**src/rtl/alu_result_fifo.sv**
```systemverilog
// First-word-fall-through buffer for ALU results and Z/N/C/V flags, with a sticky flag OR.
// Define ALU_RESULT_FIFO_STATS_EN to add saturating push/pop/stall counters.
module alu_result_fifo #(
  parameter  int DATA_W = 32,
  parameter  int DEPTH  = 8,
  localparam int CNT_W  = $clog2(DEPTH) + 1
) (
  input  logic              clk,
  input  logic              rst,
  input  logic              in_valid,
  output logic              in_ready,
  input  logic [DATA_W-1:0] in_result,
  input  logic [3:0]        in_flags,
  output logic              out_valid,
  input  logic              out_ready,
  output logic [DATA_W-1:0] out_result,
  output logic [3:0]        out_flags,
  output logic [CNT_W-1:0]  count,
  output logic              full,
  output logic              empty,
  output logic [3:0]        sticky_flags,
`ifdef ALU_RESULT_FIFO_STATS_EN
  output logic [15:0]       stat_push,
  output logic [15:0]       stat_pop,
  output logic [15:0]       stat_stall,
`endif
  input  logic              sticky_clr
);

  localparam int PTR_W = $clog2(DEPTH);

  logic [DATA_W+3:0] mem [DEPTH];
  logic [PTR_W-1:0]  wr_ptr;
  logic [PTR_W-1:0]  rd_ptr;
  logic [DATA_W+3:0] head;
  logic              push;
  logic              pop;

  assign full      = (count == CNT_W'(DEPTH));
  assign empty     = (count == '0);
  assign in_ready  = !full;
  assign out_valid = !empty;
  assign push      = in_valid && in_ready;
  assign pop       = out_valid && out_ready;

  assign head       = mem[rd_ptr];
  assign out_result = empty ? '0 : head[DATA_W+3:4];
  assign out_flags  = empty ? '0 : head[3:0];

  always_ff @(posedge clk) begin
    if (push) begin
      mem[wr_ptr] <= {in_result, in_flags};
    end
  end

  always_ff @(posedge clk or posedge rst) begin
    if (rst) begin
      wr_ptr <= '0;
      rd_ptr <= '0;
      count  <= '0;
    end else begin
      if (push) wr_ptr <= wr_ptr + PTR_W'(1);
      if (pop)  rd_ptr <= rd_ptr + PTR_W'(1);
      if (push && !pop)      count <= count + CNT_W'(1);
      else if (pop && !push) count <= count - CNT_W'(1);
    end
  end

  // Clear takes effect before accumulating a same-cycle push.
  always_ff @(posedge clk or posedge rst) begin
    if (rst) begin
      sticky_flags <= '0;
    end else if (sticky_clr) begin
      sticky_flags <= push ? in_flags : '0;
    end else if (push) begin
      sticky_flags <= sticky_flags | in_flags;
    end
  end

`ifdef ALU_RESULT_FIFO_STATS_EN
  logic stall;
  assign stall = in_valid && !in_ready;

  always_ff @(posedge clk or posedge rst) begin
    if (rst) begin
      stat_push  <= '0;
      stat_pop   <= '0;
      stat_stall <= '0;
    end else if (sticky_clr) begin
      stat_push  <= {15'd0, push};
      stat_pop   <= {15'd0, pop};
      stat_stall <= {15'd0, stall};
    end else begin
      if (push  && stat_push  != '1) stat_push  <= stat_push  + 16'd1;
      if (pop   && stat_pop   != '1) stat_pop   <= stat_pop   + 16'd1;
      if (stall && stat_stall != '1) stat_stall <= stat_stall + 16'd1;
    end
  end
`endif

endmodule

```
**config.mk**
```make
export PLATFORM = sky130hd
export DESIGN_NAME = alu_result_fifo
export DESIGN_NICKNAME = d
export VERILOG_FILES = /design/src/rtl/alu_result_fifo.sv
export SDC_FILE = /design/constraint.sdc
export NUM_CORES = 1
export LEC_CHECK = 0
export ABC_AREA = 1
export CAP_MARGIN = 20
export CORE_ASPECT_RATIO = 1.1
export CORE_MARGIN = 3
export CORE_UTILIZATION = 64
export DETAILED_ROUTE_END_ITERATION = 7
export PLACE_DENSITY = 0.85
export SLEW_MARGIN = 5
export SYNTH_ARGS = -nofsm -noshare
export SYNTH_HDL_FRONTEND = slang
export SYNTH_SLANG_ARGS = --single-unit
```
**constraint.sdc**
```tcl
create_clock -name clk -period 7.6 [get_ports clk]
set_input_delay 2.28 -clock clk [delete_from_list [all_inputs] [get_ports clk]]
set_output_delay 2.28 -clock clk [all_outputs]
set_load 0.02 [all_outputs]
```
Yosys cells after proc, flatten, opt, wreduce, memory -nomap -nowiden
Memory sizes are Yosys's and may differ from the RTL's.
Index checks and enable logic that the tools add are counted.
{"block": "totals", "regBits": 14, "ramBits": 288, "in_bits": 41, "out_inout_bits": 48, "elab_cells": 31, "mem_count": 1}
{"block": "classes", "add_sub_neg": 4, "eq_ne": 1, "mux": 9, "bitwise": 1, "reduce_logical": 11}
{"name": "mem", "words": 8, "word_bits": 36, "rd": 1, "rd_ports_with_merged_regs": 0, "write_ports": 1, "line": "32", "rtl": "logic [DATA_W+3:0] mem [DEPTH];"}
{"op": "2-to-1 mux 32 bit", "n": 1}
{"op": "2-to-1 mux 4 bit", "n": 6}
{"op": "adder 3 x 1 -> 3 bit (second input constant)", "n": 2}
{"op": "adder 4 x 1 -> 4 bit (second input constant)", "n": 1}
{"op": "== test 4 bit (second input constant)", "n": 1}
{"op": "logical AND 1 bit", "n": 4}
{"op": "zero test 1 bit", "n": 4}
{"op": "zero test 4 bit", "n": 1}
{"op": "bitwise OR 4 bit", "n": 1}
{"op": "nonzero test 2 bit", "n": 2}
{"op": "subtractor 4 x 1 -> 4 bit (second input constant)", "n": 1}
{"op": "2-to-1 mux 1 bit", "n": 2}

Logic depth before layout (Yosys ltp)
Gate-level depths: netlist of the first run.
{"block": "logic_depth", "word_depth": 7, "ltp_mapped": 14, "mapped_depth_nobuf": 14}

Worst setup path after synthesis of the first run
OpenSTA, ideal clock, no wires.
{"block": "synth_path", "path_kind": "in2reg", "from": "input port in_valid", "to": "memory mem[0][0] (netlist name), enable pin", "setup_ps": 429, "arrival_time_ps": 4237, "setup_slack_ps": 2934, "stages": 3, "n_path_buf": 0, "path_cell_list": "nand2_1 > or2_2 > nor2_1"}
{"block": "synth_via", "elab_chain_len": 3}
{"item": "from (decl)", "line": "10", "rtl": "input logic in_valid,"}
{"item": "logical AND 1 bit", "line": "43", "rtl": "assign push = in_valid && in_ready;"}
{"item": "2-to-1 mux 1 bit", "line": "51", "rtl": "if (push) begin"}
{"item": "2-to-1 mux 1 bit (not written as such)", "line": "52", "rtl": "mem[wr_ptr] <= {in_result, in_flags};"}
{"item": "to (decl)", "line": "32"}
No other way between the ends.

Final worst setup path of the first run
{"block": "layout_path", "from": "register rd_ptr[0]", "to": "output port out_result[5]"}
{"block": "layout_via", "elab_chain_len": 2}
{"item": "from (decl)", "line": "34", "rtl": "logic [PTR_W-1:0] rd_ptr;"}
{"item": "from (signal assigned)", "line": "63", "rtl": "if (pop) rd_ptr <= rd_ptr + PTR_W'(1);"}
{"item": "memory read (8 x 36 bit)"}
{"item": "2-to-1 mux 32 bit", "line": "47", "rtl": "assign out_result = empty ? '0 : head[DATA_W+3:4];"}
{"item": "to (decl)", "line": "16", "rtl": "output logic [DATA_W-1:0] out_result,"}
No other way between the ends.

==> results.json, run 1 <==
{
  "die_x_um": 144,
  "fmax_mhz": 169,
  "most-common-layout-cells": "nand2_1, inv_1, edfxtp_1",
  "peakVddDrop_mv": 0.364,
  "synth_fp_nets": 1391,
  "hold_start": "sticky_flags[2]",
  "grt-ovfl-total": 0,
  "ant_nets": 0,
  "powerDensity_nw_per_um2": 397,
  "period_share_pct": 78.0,
  "antenna_found_initial": 1,
  "dp_hpwl_um": 15800,
  "whs_ns": 0.531,
  "die_height_um": 157,
  "cap_violations": 0,
  "tightest_slew_ns": 1.14,
  "grt_pass1_vias": 9379,
  "min_to": "sticky_flags[2]",
  "start_util_pct": 66.2,
  "ys_seq_elements": 302,
  "root_buffer": "clkbuf_16",
  "vias_per_cell": 5.47,
  "synth_top_family_by_area": "simple AND/OR/NAND/NOR gates",
  "cts_hold_buf": 0,
  "synth_warnings": 0,
  "hold_violations": 0,
  "synth_compound_area_share_pct": 0.338,
  "synth-xor-area-share_pct": 0.328,
  "cts_buffers": 29,
  "final_common_cell": "nand2_1",
  "h-tree-depth": 1,
  "num_antenna_cells": 0,
  "hp-class": "flip-flop to flip-flop",
  "max_stage_delay_ns": 0.73,
  "port_buffers": 88,
  "drive_above_1_share_pct": 4.86,
  "r2r.worst_path.cells": 12,
  "worstReg2RegStart": "count[0]",
  "cp_top_family": "buffers and inverters",
  "cts_tree": "done",
  "crit_fanout": 101,
  "slowest_stage": "inv_4",
  "globalplace.congestion": 0.753,
  "cp_num_buf_inv": 3,
  "ys_seq_area_share_pct": 67.5,
  "cp-start-kind": "flip-flop",
  "power_leakage_nw": 6.91,
  "num-nets-final": 1467,
  "status": "completed",
  "synth_area_sq_um": 13300,
  "critPathKind": "flip-flop to primary output",
  "grt_use_total_pct": 26.6,
  "worst_ep_arrival_time_ns": 3.65,
  "drt-total-wl_um": 29900,
  "first_iter_violations": 1016,
  "clock_skew_ns": 0.0114,
  "cts_resized": 0,
  "slew_headroom_pct": 23.8,
  "clockBufferDepth": 3,
  "synth_fa_ha_area_share_pct": 0.619,
  "period_needed_ns": 5.93,
  "drtPass1Iterations": 5,
  "dp_cells": 1641,
  "grt_pass1_wl_um": 46700,
  "instances_no_fill": 1691,
  "cts.sinks": 302,
  "rows": 54,
  "syn_to_final_growth_pct": 14.9,
  "cp-end-kind": "primary output",
  "rrSetupSlack_ns": 4.68,
  "fin_setup_tns_ns": 0,
  "p_sw_mw": 2.33,
  "rsz0062_at_grt": "false",
  "routedWlPerCell_um": 17.7,
  "hold_depth": 2,
  "insertion_delay_ns": 0.54,
  "avgSynthCellArea_sq_um": 9.92,
  "internal_power_mw": 3.76,
  "coreArea_sq_um": 20100,
  "power_frac_comb_pct": 41.1,
  "synth_cells": 1344,
  "synth_cell_types": 20,
  "pwr-share-clk_pct": 22.5,
  "cp_cell_sequence": "inv_4 > buf_4 > nand2_1 > nand3_1 > nand2_1 > nor2_1 > nor2_1 > clkdlybuf4s50_1",
  "clkTransAtPathRegs_ns": 0.06,
  "r2r-end": "count[3]",
  "drc": 0,
  "postCtsSetupRepairBufs": 0,
  "drv_slew": 0,
  "grt_max_degree": 102,
  "synthMuxAreaShare_pct": 0,
  "ios": 89,
  "p_seq_share_pct": 36.5,
  "worstPathRequired_ns": 5.32,
  "yosys.area_share.simple_pct": 20.3,
  "vias": 9255,
  "die_area_sq_um": 22600,
  "setup_viol": 0,
  "switching_share_pct": 38.3
}
## how the worst max path moves through the flow
stage,to,from,depth (start not counted)
2_1_floorplan,mem[0][0],in_valid,3
3_3_place_gp,out_result[10],rd_ptr[0],8
3_5_place_dp,out_result[13],rd_ptr[0],8
4_1_cts,out_result[31],rd_ptr[0],8
5_1_grt,out_result[13],rd_ptr[0],8
6_report,out_result[5],rd_ptr[0],8
## Yosys cell counts (all sizes together)
cell	instances	share of area (%)
nand2	391	11
inv	305	8.6
edfxtp	288	65
nand3	183	6.9
nor2	83	2.3
buf	43	1.9
clkbuf	15	0.42
dfrtp	14	2.6
o21ai	8	0.30
ha	5	0.47
xnor2	4	0.26
or2	2	0.094
a21oi	1	0.038
fa	1	0.15
xor2	1	0.066
## through the flow
step                instance area (sq um)  setup slack [ns]  power, mW  util (%)
CTS                                 15300              1.78       6.08      76.1
detailed placement                  14400              2.35       4.68      71.7
global placement                    14400              2.41       4.58      71.5
floorplan                           13300              2.93       3.80         -
global route                        15300              1.53       6.40      76.1
finish                              15300              1.67       6.09      76.1
## power by group through the flow
stage	clock network [mW]	registers (mW)	logic (mW)
after floorplan	0	2.20	1.60
after global placement	0	2.23	2.35
after detailed placement	0	2.25	2.44
after CTS	1.38	2.22	2.49
after global routing	1.45	2.24	2.71
final	1.37	2.22	2.50
## registers in the layout (all words and copies together) (netlist names)
register and flops:
sticky_flags 4, wr_ptr 3, mem 288, count 4, rd_ptr 3
## cell families (layout without fill, tap and decap cells)
logic type | after synthesis | after routing
xor gates and xnor gates | 5 | 5
AOI/OAI and AO/OA | 9 | 9
buffers and inverters | 363 | 458
and+or+nand+nor | 659 | 659
DFF | 302 | 302
adders and majority gates | 6 | 6
## layout make-up
cell class              count  area (sq um)
flip-flops and latches    302          9000
fillers                  1219          4810
multi-input cells         679          2950
inverters                 305          1150
repair buffers            103          1010
clock buffers              33           741
well taps                 252           315
clock inverters            17           149
## tightest hold or removal path: stages (launching register included)
cell	delay, ns
dfrtp_1	0.37
inv_1	0.05
o21ai_0	0.06
## routing by layer
metal	vias to the layer above	track usage, %	share of wire, %
met2	536	46.2	50
li1	4344	-	-
met5	-	0	0.047
met4	2	11.0	3.2
met3	101	3.71	9.0
met1	4272	33.9	37
No activity file was read; power rests on OpenSTA's default activity.
==> run 2, diff against run 1 <==
CORE_UTILIZATION = 59   (was 64)
PLACE_DENSITY = 0.8   (was 0.85)
clock period = 6.1 ns   (was 7.6 ns; I/O delays follow)
==> run 2 against run 1 <==
Effect of this change:
- clock skew rose by 0.0061 ns
- worst setup slack got worse by 0.80 ns
- first-iteration DRC count fell by 33%
- count of clock-buffer cells in the layout rose by 5
- non-clock buffer count rose by 1
- critical path depth fell by 1
- wire length fell by 6.4%
- largest power group unchanged
==> results.json, run 2 (synthesized netlist as in run 1, its figures left out) <==
{
  "status": "completed",
  "ios": 89,
  "pwr-share-clk_pct": 23.9,
  "grt_pass1_vias": 8999,
  "port_buffers": 88,
  "setup_viol": 0,
  "fin_setup_tns_ns": 0,
  "hold_start": "sticky_flags[2]",
  "clockBufferDepth": 3,
  "rows": 57,
  "tightest_slew_ns": 1.01,
  "vias": 9037,
  "h-tree-depth": 1,
  "powerDensity_nw_per_um2": 494,
  "worstPathRequired_ns": 4.27,
  "critPathKind": "flip-flop to primary output",
  "num-nets-final": 1469,
  "final_common_cell": "nand2_1",
  "cts_resized": 0,
  "drt-total-wl_um": 28000,
  "cts_hold_buf": 0,
  "clock_skew_ns": 0.0176,
  "peakVddDrop_mv": 0.337,
  "die_x_um": 149,
  "whs_ns": 0.540,
  "worst_ep_arrival_time_ns": 3.40,
  "internal_power_mw": 4.80,
  "cp_cell_sequence": "buf_4 > nand2_1 > nand3_1 > nand2_1 > nor2_1 > nor2_1 > clkdlybuf4s50_1",
  "crit_fanout": 92,
  "period_needed_ns": 5.23,
  "cts.sinks": 302,
  "slowest_stage": "buf_4",
  "vias_per_cell": 5.19,
  "p_sw_mw": 2.85,
  "grt-ovfl-total": 0,
  "dp_hpwl_um": 15200,
  "drtPass1Iterations": 5,
  "finalCoreUtilization_pct": 69.9,
  "cts_buffers": 30,
  "nFillCells": 1515,
  "grt_max_degree": 93,
  "die_area_sq_um": 24400,
  "drv_slew": 0,
  "regMostFlops": "mem",
  "coreArea_sq_um": 22200,
  "power_frac_comb_pct": 40.0,
  "largest_reg_flops": 288,
  "drive_above_1_share_pct": 5.05,
  "cp-start-kind": "flip-flop",
  "hold_violations": 0,
  "root_buffer": "clkbuf_16",
  "power_leakage_nw": 6.96,
  "postCtsSetupRepairBufs": 0,
  "period_share_pct": 85.7,
  "first_iter_violations": 682,
  "hp-class": "flip-flop to flip-flop",
  "final_area_sq_um": 15500,
  "drc": 0,
  "routedWlPerCell_um": 16.1,
  "switching_share_pct": 37.3,
  "insertion_delay_ns": 0.55,
  "rsz0062_at_grt": "false",
  "clkTransAtPathRegs_ns": 0.06,
  "cp-end-kind": "primary output",
  "most-common-layout-cells": "nand2_1, inv_1, edfxtp_1",
  "cts_tree": "done",
  "worstReg2RegStart": "count[0]",
  "timing.critical_path.from": "rd_ptr[0]",
  "max_stage_delay_ns": 0.83,
  "die_height_um": 164,
  "start_util_pct": 60.1,
  "antenna_found_initial": 1,
  "slew_headroom_pct": 32.5,
  "ant_nets": 0,
  "p_seq_share_pct": 36.1,
  "fmax_mhz": 191,
  "syn_to_final_growth_pct": 16.3,
  "grt_pass1_wl_um": 44000,
  "grt_use_total_pct": 22.9,
  "cap_violations": 0,
  "top_regs": "mem (288), count (4), sticky_flags (4)",
  "place_area_sq_um": 14500,
  "globalplace.congestion": 0.772
}
## run 2: cell types whose count changed in the layout (fill, tap and decap cells not counted)
| cell | previous run | this run |
|---|---|---|
| buf_12 | 0 | 3 |
| clkbuf_1 | 4 | 7 |
| clkinv_2 | 5 | 2 |
| clkbuf_16 | 29 | 31 |
| buf_16 | 1 | 0 |
| buf_4 | 14 | 13 |
| bufinv_16 | 3 | 4 |
| clkinv_8 | 0 | 1 |
| clkinvlp_4 | 0 | 1 |
| diode_2 | 0 | 1 |
## run 2: final timing paths
path / slack (ns) / endpoint / depth (start not counted)
setup / recovery: 0.87 / out_flags[0] / 7
hold / removal: 0.54 / sticky_flags[2] / 2
setup reg to reg: 3.13 / count[3] / 12
hold reg to reg: 0.54 / sticky_flags[2] / 2
max in group asynchronous: 4.01 / rd_ptr[0] / 2
min in group asynchronous: 1.64 / sticky_flags[3] / 2
## run 2: worst max-delay path: cells and delay by family, from the launching register on
kind	cells	cell delay, ns
and+or+nand+nor	5	0.54
buffers and inverters	2	1.37
DFF	1	0.81
## run 2: cell type report
| type | count | area [sq um] | share of cell area [%] |
|---|---|---|---|
| repair buffers | 104 | 1040 | 6.70 |
| flip-flops and latches | 302 | 9000 | 58.1 |
| clock buffers | 38 | 802 | 5.17 |
| multi-input cells | 679 | 2950 | 19.0 |
| clock inverters | 17 | 188 | 1.21 |
| inverters | 305 | 1150 | 7.40 |
| diodes | 1 | 2.50 | 0.0161 |
| well taps | 295 | 369 | 2.38 |
## run 2: power by group through the flow
stage / clock (mW) / combinational [mW] / sequential [mW]
after floorplan: 0 / 1.99 / 2.74
after global placement: 0 / 2.91 / 2.83
after detailed placement: 0 / 2.97 / 2.84
after CTS: 1.85 / 3.02 / 2.80
after global routing: 1.94 / 3.35 / 2.79
final: 1.83 / 3.06 / 2.76
## run 2: per-layer routing
layer	up-vias	routed length [um]	GRT usage, %
met5	-	0	0
met4	0	687	8.49
met3	55	2170	3.88
met2	362	14400	40.6
met1	4263	10700	28.3
li1	4357	-	-
## run 2: metrics by stage
step	power [mW]	std cells	setup WS [ns]
finish	7.65	1741	0.871
global route	8.08	1741	0.708
CTS	7.66	1739	0.873
detailed placement	5.82	1684	1.48
global placement	5.74	1684	1.54
floorplan	4.73	1344	1.88
